<file path="src/rtl/power_mon_pkg.sv">
// Shared definitions for the power monitor alarm stage: channel geometry,
// scan FSM encoding and the channel slice helper.
package power_mon_pkg;

    localparam int CH_NUM = 6;
    localparam int CH_W   = 16;
    localparam int CNT_W  = 4;
    localparam int IDX_W  = 3;

    typedef enum logic [1:0] {
        IDLE = 2'd0,
        SCAN = 2'd1,
        DONE = 2'd2
    } state_e;

    function automatic logic [CH_W-1:0] ch_slice(
        input logic [CH_NUM*CH_W-1:0] word,
        input logic [IDX_W-1:0]       idx
    );
        return word[int'(idx)*CH_W +: CH_W];
    endfunction

endpackage

</file>
<file path="src/rtl/power_ch_cmp.sv">
// Window comparator plus saturating debounce counter for one channel;
// shared across all channels by the scan index in the top level.
module power_ch_cmp
    import power_mon_pkg::*;
#(
    parameter int DEB_CNT = 3
) (
    input  logic [CH_W-1:0]  value_i,
    input  logic [CH_W-1:0]  th_low_i,
    input  logic [CH_W-1:0]  th_high_i,
    input  logic             en_i,
    input  logic [CNT_W-1:0] cnt_i,
    input  logic             alarm_i,
    output logic [CNT_W-1:0] cnt_o,
    output logic             alarm_o
);

    localparam logic [CNT_W-1:0] DEB = CNT_W'(DEB_CNT);

    logic out_of_range;
    logic [CNT_W-1:0] cnt_sat;

    // An inverted window (low > high) makes every value fail one of the tests.
    assign out_of_range = (value_i < th_low_i) || (value_i > th_high_i);
    assign cnt_sat      = (cnt_i >= DEB) ? DEB : cnt_i + 1'b1;

    always_comb begin
        cnt_o   = cnt_i;
        alarm_o = alarm_i;
        if (!en_i) begin
            cnt_o   = '0;
            alarm_o = 1'b0;
        end else if (out_of_range) begin
            cnt_o = cnt_sat;
            if (cnt_sat == DEB) begin
                alarm_o = 1'b1;
            end
        end else begin
            cnt_o = '0;
        end
    end

endmodule

</file>
<file path="src/rtl/power_alarm_ctrl.sv">
// Threshold alarm stage: detects monitor word updates, scans the six
// channels one per cycle against a snapshotted window and keeps sticky alarms.
module power_alarm_ctrl
    import power_mon_pkg::*;
#(
    parameter int DEB_CNT = 3
) (
    input  logic                     sclk,
    input  logic                     rst_n,
    input  logic [CH_NUM*CH_W-1:0]   data_ov,
    input  logic [CH_W-1:0]          th_low,
    input  logic [CH_W-1:0]          th_high,
    input  logic [CH_NUM-1:0]        ch_en,
    input  logic                     alarm_clr,
    output logic [CH_NUM-1:0]        alarm_st,
    output logic                     alarm_irq,
    output logic                     busy,
    output logic [15:0]              scan_cnt
);

    localparam logic [IDX_W-1:0] LAST_IDX = IDX_W'(CH_NUM - 1);

    state_e                         state_q, state_d;
    logic [IDX_W-1:0]               idx_q, idx_d;
    logic [CH_NUM*CH_W-1:0]         data_q;
    logic [CH_NUM*CH_W-1:0]         snap_data_q, snap_data_d;
    logic [CH_W-1:0]                snap_low_q, snap_low_d;
    logic [CH_W-1:0]                snap_high_q, snap_high_d;
    logic [CH_NUM-1:0]              snap_en_q, snap_en_d;
    logic                           pend_q, pend_d;
    logic [CH_NUM-1:0][CNT_W-1:0]   cnt_q, cnt_d;
    logic [CH_NUM-1:0]              alarm_q, alarm_d;
    logic                           rose_q, rose_d;
    logic                           irq_q, irq_d;
    logic                           busy_q, busy_d;
    logic [15:0]                    scan_cnt_q, scan_cnt_d;

    logic                           update;
    logic                           load;
    logic [CNT_W-1:0]               cmp_cnt;
    logic                           cmp_alarm;

    assign update = (data_ov != data_q);

    power_ch_cmp #(
        .DEB_CNT (DEB_CNT)
    ) u_cmp (
        .value_i   (ch_slice(snap_data_q, idx_q)),
        .th_low_i  (snap_low_q),
        .th_high_i (snap_high_q),
        .en_i      (snap_en_q[idx_q]),
        .cnt_i     (cnt_q[idx_q]),
        .alarm_i   (alarm_q[idx_q]),
        .cnt_o     (cmp_cnt),
        .alarm_o   (cmp_alarm)
    );

    // NOTE: every _d gets its hold value first so no path through the case infers a latch.
    always_comb begin
        state_d     = state_q;
        idx_d       = idx_q;
        snap_data_d = snap_data_q;
        snap_low_d  = snap_low_q;
        snap_high_d = snap_high_q;
        snap_en_d   = snap_en_q;
        pend_d      = pend_q;
        cnt_d       = cnt_q;
        alarm_d     = alarm_q;
        rose_d      = rose_q;
        irq_d       = 1'b0;
        scan_cnt_d  = scan_cnt_q;
        busy_d      = (state_q != IDLE) || update;
        load        = 1'b0;

        // The clear lands first so a same-edge evaluation overrides its own channel.
        if (alarm_clr) begin
            cnt_d   = '0;
            alarm_d = '0;
        end

        unique case (state_q)
            IDLE: begin
                if (update) begin
                    load    = 1'b1;
                    state_d = SCAN;
                    idx_d   = '0;
                end
            end
            SCAN: begin
                cnt_d[idx_q]   = cmp_cnt;
                alarm_d[idx_q] = cmp_alarm;
                if (cmp_alarm && !alarm_q[idx_q]) begin
                    rose_d = 1'b1;
                end
                if (update) begin
                    pend_d = 1'b1;
                end
                if (idx_q == LAST_IDX) begin
                    state_d = DONE;
                end else begin
                    idx_d = idx_q + 1'b1;
                end
            end
            DONE: begin
                scan_cnt_d = scan_cnt_q + 16'd1;
                irq_d      = rose_q;
                if (pend_q || update) begin
                    load    = 1'b1;
                    pend_d  = 1'b0;
                    state_d = SCAN;
                    idx_d   = '0;
                end else begin
                    state_d = IDLE;
                end
            end
            default: state_d = IDLE;
        endcase

        if (load) begin
            snap_data_d = data_ov;
            snap_low_d  = th_low;
            snap_high_d = th_high;
            snap_en_d   = ch_en;
            rose_d      = 1'b0;
        end
    end

    always_ff @(posedge sclk or negedge rst_n) begin
        if (!rst_n) begin
            state_q     <= IDLE;
            idx_q       <= '0;
            data_q      <= '0;
            snap_data_q <= '0;
            snap_low_q  <= '0;
            snap_high_q <= '0;
            snap_en_q   <= '0;
            pend_q      <= 1'b0;
            cnt_q       <= '0;
            alarm_q     <= '0;
            rose_q      <= 1'b0;
            irq_q       <= 1'b0;
            busy_q      <= 1'b0;
            scan_cnt_q  <= '0;
        end else begin
            state_q     <= state_d;
            idx_q       <= idx_d;
            data_q      <= data_ov;
            snap_data_q <= snap_data_d;
            snap_low_q  <= snap_low_d;
            snap_high_q <= snap_high_d;
            snap_en_q   <= snap_en_d;
            pend_q      <= pend_d;
            cnt_q       <= cnt_d;
            alarm_q     <= alarm_d;
            rose_q      <= rose_d;
            irq_q       <= irq_d;
            busy_q      <= busy_d;
            scan_cnt_q  <= scan_cnt_d;
        end
    end

    assign alarm_st  = alarm_q;
    assign alarm_irq = irq_q;
    assign busy      = busy_q;
    assign scan_cnt  = scan_cnt_q;

endmodule

</file>
<file path="config.mk">
export PLATFORM = sky130hd
export DESIGN_NAME = power_alarm_ctrl
export DESIGN_NICKNAME = d
export VERILOG_FILES = /design/src/rtl/power_mon_pkg.sv /design/src/rtl/power_ch_cmp.sv /design/src/rtl/power_alarm_ctrl.sv
export SDC_FILE = /design/constraint.sdc
export NUM_CORES = 1
export LEC_CHECK = 0
export BUFFER_PORTS_ARGS = -buffer_cell sky130_fd_sc_hd__buf_2
export CELL_PAD_IN_SITES_DETAIL_PLACEMENT = 2
export CELL_PAD_IN_SITES_GLOBAL_PLACEMENT = 2
export CORE_MARGIN = 10
export CORE_UTILIZATION = 30
export DETAILED_ROUTE_END_ITERATION = 7
export PLACE_DENSITY = 0.66
export SLEW_MARGIN = 25
export SYNTH_ARGS = -nofsm -noshare
export SYNTH_HDL_FRONTEND = slang
export SYNTH_SLANG_ARGS = --single-unit
</file>
<file path="constraint.sdc">
create_clock -name sclk -period 7.35 [get_ports sclk]
set_clock_uncertainty 0.2 [all_clocks]
set_input_delay 1.1025 -clock sclk [delete_from_list [all_inputs] [get_ports sclk]]
set_output_delay 1.1025 -clock sclk [all_outputs]
set_load 0.005 [all_outputs]
</file>
Word-level counts from Yosys, hierarchy flattened
Cells that the tools add are included.

Add/subtract/negate cells: 3. Multipliers: 0. Div/mod/pow operators: 0. Magnitude comparators: 5. Equal/unequal tests: 10. Shifts and indexed selects: 1. Multiplexer cells: 40. Bitwise gates (word level): 0. Reduce and logical (&&, ||, !) cells: 16.

Operators by type and width (count): $ne 96x96->1 (1); $shiftx 96x8->16 (1); $mux 24 (2); $bwmux 24 (1); $mux 4 (5); $add 16x1->16 const B (1); $gt 16x16->1 (1); $lt 16x16->1 (1); $mux 1 (15); $bmux 4 s3 (1); $demux 4 s3 (1); $mux 6 (2); $ne 2x2->1 const B (5); $mux 3 (3); $pmux 3 s3 (1); $reduce_bool 2->1 (4); $bmux 1 s3 (2); $bwmux 6 (1); $pmux 2 s3 (1); $add 4x1->4 const B (1); $eq 4x2->1 const B (1); $ge 4x2->1 const B (1); $lt 3x4->1 const B (1); $mux 2 (2); other kinds (15) (20).

Register bits: 285. Bits in latches: 0. RAM bits: 0. Memory bits (read-only): 0. Bits of input ports: 137. Output and inout port bits: 24. Word-level logic and storage cells: 94. Memories: 0.

Longest topological paths before layout
Depth after elaboration: 12. Gate-level depth with buffers: 15. Gate-level depth less buffers: 12.

Cells and area by module
Synthesis repeated with hierarchy kept, for this count alone.

Cell total of the unflattened synthesis: 968. Area total of the unflattened synthesis: 12802.3 µm².

By module, submodules not included: power_alarm_ctrl (instances 1, cells each 847, area each 11920.2 µm², sequential area each 7131.8 µm²); power_ch_cmp (instances 1, cells each 121, area each 882.1 µm², sequential area each 0.0 µm²).

Worst setup path before layout
Ideal clock, no wire load.

Path type: register to register. From: register idx_q[0]. To: register cnt_q[20] in the netlist's numbering. Library setup time: 0.118 ns. Arrival time: 3.305 ns. Required time: 7.032 ns. Slack: 3.727 ns. Cell stages (with the launch flop): 15. Buffers on the path: 3. Clock period less this slack: 3.623 ns. Cell sequence: dfrtp_1 -> buf_4 -> clkbuf_1 -> nor3b_1 -> clkbuf_1 -> a22oi_1 -> nand3_1 -> ha_1 -> nand4_1 -> nor2_1 -> a221o_1 -> o31ai_1 -> nand2_1 -> o21a_1 -> a21o_1.

RTL lines: start: declaration (line power_alarm_ctrl.sv:24) `logic [IDX_W-1:0] idx_q, idx_d;`; start signal: assignment (line power_alarm_ctrl.sv:146) `idx_q <= idx_d;`; end signal: assignment (line power_alarm_ctrl.sv:153) `cnt_q <= cnt_d;`; end: declaration (line power_alarm_ctrl.sv:31) `logic [CH_NUM-1:0][CNT_W-1:0] cnt_q, cnt_d;`.

Worst setup path after layout
From: register idx_q[1]. To: register alarm_q[4], in the netlist alarm_st[4].

Longest elaborated chain between the ends: 10. Elaborated cells on any way between the ends: 24. Those cells by class: 1 x add/sub; 5 x order compare; 1 x eq/ne; 1 x shift; 14 x mux; 2 x reduce/logical.

Ends and longest elaborated chain: parallel branches: the longest is 8 deep, another holds $lt 16x16->1; $bwmux 6 (*) (line power_alarm_ctrl.sv:91) `alarm_d[idx_q] = cmp_alarm;`; $mux 6 (*) (line power_alarm_ctrl.sv:81) `unique case (state_q)`; via alarm_d[4] (line power_alarm_ctrl.sv:32) `logic [CH_NUM-1:0] alarm_q, alarm_d;`; end signal: assignment (line power_alarm_ctrl.sv:154) `alarm_q <= alarm_d;`; end: declaration (line power_alarm_ctrl.sv:32).

Mark *: on every way through the listed nets, which the timed path passes. The select of a mux whose other input is x is not followed. A chain may end at the register's enable or synchronous reset.

==> metrics.txt <==
I/O pin count=161; initial core utilization=between 30% and 40%; hold buffers post-CTS=0; Yosys cell types=53; Fin. Hold Viols=0; max incr delay on CP=approximately 0.76 ns; Post-CTS Setup Inserts=0; final antenna-violating net count=0; Yosys reg bits=285; Root Driver=clkbuf_16; multi-input logic area=0.004891 mm2; post-route setup slack=between 2 and 3 ns; post-place setup slack=approximately 2.6 ns; Core Area=between 0.04 and 0.05 mm2; met1 WL=about 17000 um; synthesized area per cell=13.16 um2; sequential-to-total area share from yosys stat=57.71%; die area=0.04971 mm2; Die Y=roughly 220 um; total net switching power=slightly below 0.9 mW; drt pass-1 iters=4; initial antenna violation count=1; Mapped Cells=939; CTS resizes=0; Post-synth EDFFs=0; FP Rows=74; hold slack final=roughly 0.27 ns; post-DR wirelength/cell=23.73 um; Min-Delay Path Class=input port to asynchronous set/reset pin; total clock sinks=285; CP Buf/Inv Count=0; GPL Wtd Cong=around 0.82; CP Class=register to register; Yosys warning total=0; CP Data Arrival Time=~5.0 ns; status=completed; crit end category=register; Final Non-Filler Cells=1671; Comb power frac=under 10%; RSZ-0062 raised after global routing=no; Setup TNS Final=0 ns; Critical Path RT=7.55 ns; WL met2=20230 um; post-placement cell count=approximately 1600; Seq pwr share=between 40% and 50%; internal power=~2.8 mW; Crit-path slowest cell=nor2_2; hpwl dp=~30000 um; fin util=~37%; CP top delay family=simple AND/OR/NAND/NOR gates; CTS Buf Count=36; Async S/R FF share, synth=100.0%; switching part of the total power=roughly a quarter; largest net degree at the start of global routing=approximately 170; first-pass GRT wire length=between 60000 and 70000 um; metal3 WL=1464 um; final setup vio count=0; top routing layer in use=met4; Worst Tran Pin Value=1.007 ns; DIE WIDTH=223.0 um; # diodes=0; leakage power=about 6.5 nW; ratio of cells with drive above 1 in the final layout=between 30% and 40%; CTS tree=yes; initial DRC count=449; worst-path fanout max=15; Worst-Skew Late Latency=roughly 0.55 ns; Nets=roughly 1300; I/O Buffers=160; gr ovfl total=0; flop2flop setup slack=between 2 and 3 ns; DRC viols=0; total power=about 3.7 mW; PD cells=246.9 mW/mm2; Longest Clk Path Bufs=3; Finished Cell Area=around 0.015 mm2; GRT Total Usage=around 16%; crit start category=register; Post-Route WL=between 30000 and 40000 um; fillers=4198; synthesized cell area=around 0.012 mm2; Final Cycle Share=approximately two thirds; max_cap viols=0; Synthesized Nets=roughly 1100; vias in the first global route=9406; Placed Area=approximately 0.014 mm2; Clock Power Share=between 40% and 50%; critical path, cell by cell=nand2b_1, nor2_2, a22oi_1, nand3_1, ha_1, nand2_1, nor4_1, o2111ai_1, o311ai_1, a21oi_1, nor2_1, o21ai_0; Final min period=4.790 ns; H-tree depth=2; area delta synth->final=20.79%; Clock transition at path regs=about 0.05 ns; Pins Over Slew Limit=0; Vias/cell=4.858; achievable clock frequency=between 0.2 and 0.25 GHz; FF+latch area=approximately 0.007 mm2; ys flop type=dfrtp_1; via count=8118; peak supply drop=144.6 uV; Rel. slew slack=roughly a third
==> cell families (layout without fill, tap and decap cells) <==
kind of cell	Yosys count	count (layout)	share of synthesized area, %
fa+ha+maj	35	35	3.544
compound gates	113	113	6.115
xor+xnor	109	109	7.725
buf+inv	71	271	2.926
mux	151	151	13.94
flops	285	285	57.71
simple gates	175	175	8.039
==> layer usage <==
metal  up-vias  GRT usage [%]
li1       3685              -
met1      4246          19.58
met2       133          27.62
met3        54          3.243
met4         0          4.294
met5         -              0
==> final cells by class <==
| type | count | share of cell area [%] |
|---|---|---|
| clock buffers | 57 | 7.318 |
| clock inverters | 8 | 0.5616 |
| inverters | 38 | 0.9556 |
| multi-input cells | 583 | 32.77 |
| flip-flops and latches | 285 | 47.78 |
| well taps | 532 | 4.459 |
| repair buffers | 168 | 6.161 |
==> synthesized netlist by cell type, types with 7 or more instances <==
master | count | area, um2
a21o_1 | 7 | 52.55
a21oi_1 | 17 | 85.08
a22oi_1 | 40 | 300.3
buf_6 | 12 | 135.1
clkbuf_1 | 18 | 67.56
dfrtp_1 | 285 | 7132
ha_1 | 35 | 437.9
inv_1 | 38 | 142.6
mux2_1 | 20 | 225.2
mux2_2 | 119 | 1340
mux2i_1 | 9 | 90.09
nand2_1 | 25 | 93.84
nand3_1 | 21 | 105.1
nand3b_1 | 10 | 75.07
nand4_1 | 31 | 193.9
nor2_1 | 25 | 93.84
nor2b_1 | 7 | 43.79
nor3b_1 | 19 | 142.6
nor4_1 | 8 | 50.05
o21ai_0 | 23 | 115.1
xnor2_1 | 104 | 910.9
==> power by group through the flow <==
| stage | clock [mW] | combinational, mW | sequential, mW |
|---|---|---|---|
| floorplan | 0 | 0.126 | 1.69 |
| global placement | 0 | 0.256 | 1.70 |
| detailed placement | 0 | 0.266 | 1.71 |
| CTS | 1.81 | 0.268 | 1.68 |
| global route | 1.87 | 0.294 | 1.68 |
| finish | 1.75 | 0.262 | 1.68 |
==> worst register-to-register path, stage by stage (launching register included) <==
cell and delay (ns):
dfrtp_1 0.69, nand2b_1 0.27, nor2_2 0.76, a22oi_1 0.30, nand3_1 0.23, ha_1 0.18, nand2_1 0.09, nor4_1 0.65
o2111ai_1 0.24, o311ai_1 0.40, a21oi_1 0.19, nor2_1 0.32, o21ai_0 0.14
==> worst paths after layout <==
kind	start	end	depth (start not counted)
setup reg to reg	idx_q[1]	alarm_st[4]	12
hold reg to reg	scan_cnt[4]	scan_cnt[4]	1
setup / recovery	idx_q[1]	alarm_st[4]	12
hold / removal	rst_n	scan_cnt[9]	1
min in group sclk	scan_cnt[4]	scan_cnt[4]	1
max in group asynchronous	rst_n	data_q[44]	3
==> sequential cells by signal (all words and copies together), names as in the netlist, 2 cells and up <==
name	cells
data_q	96
snap_data_q	96
cnt_q	24
scan_cnt	16
snap_high_q	16
snap_low_q	16
alarm_st	6
snap_en_q	6
idx_q	3
state_q	2
==> cells in the final DEF, fill, tap and decap left out, drive strengths merged, types with 31 or more instances in the layout <==
| master | n |
|---|---|
| a22oi | 40 |
| mux2 | 139 |
| nand4 | 31 |
| xnor2 | 104 |
| dfrtp | 285 |
| buf | 168 |
| inv | 39 |
| clkbuf | 57 |
| ha | 35 |
(Power assumes the default switching activity.)
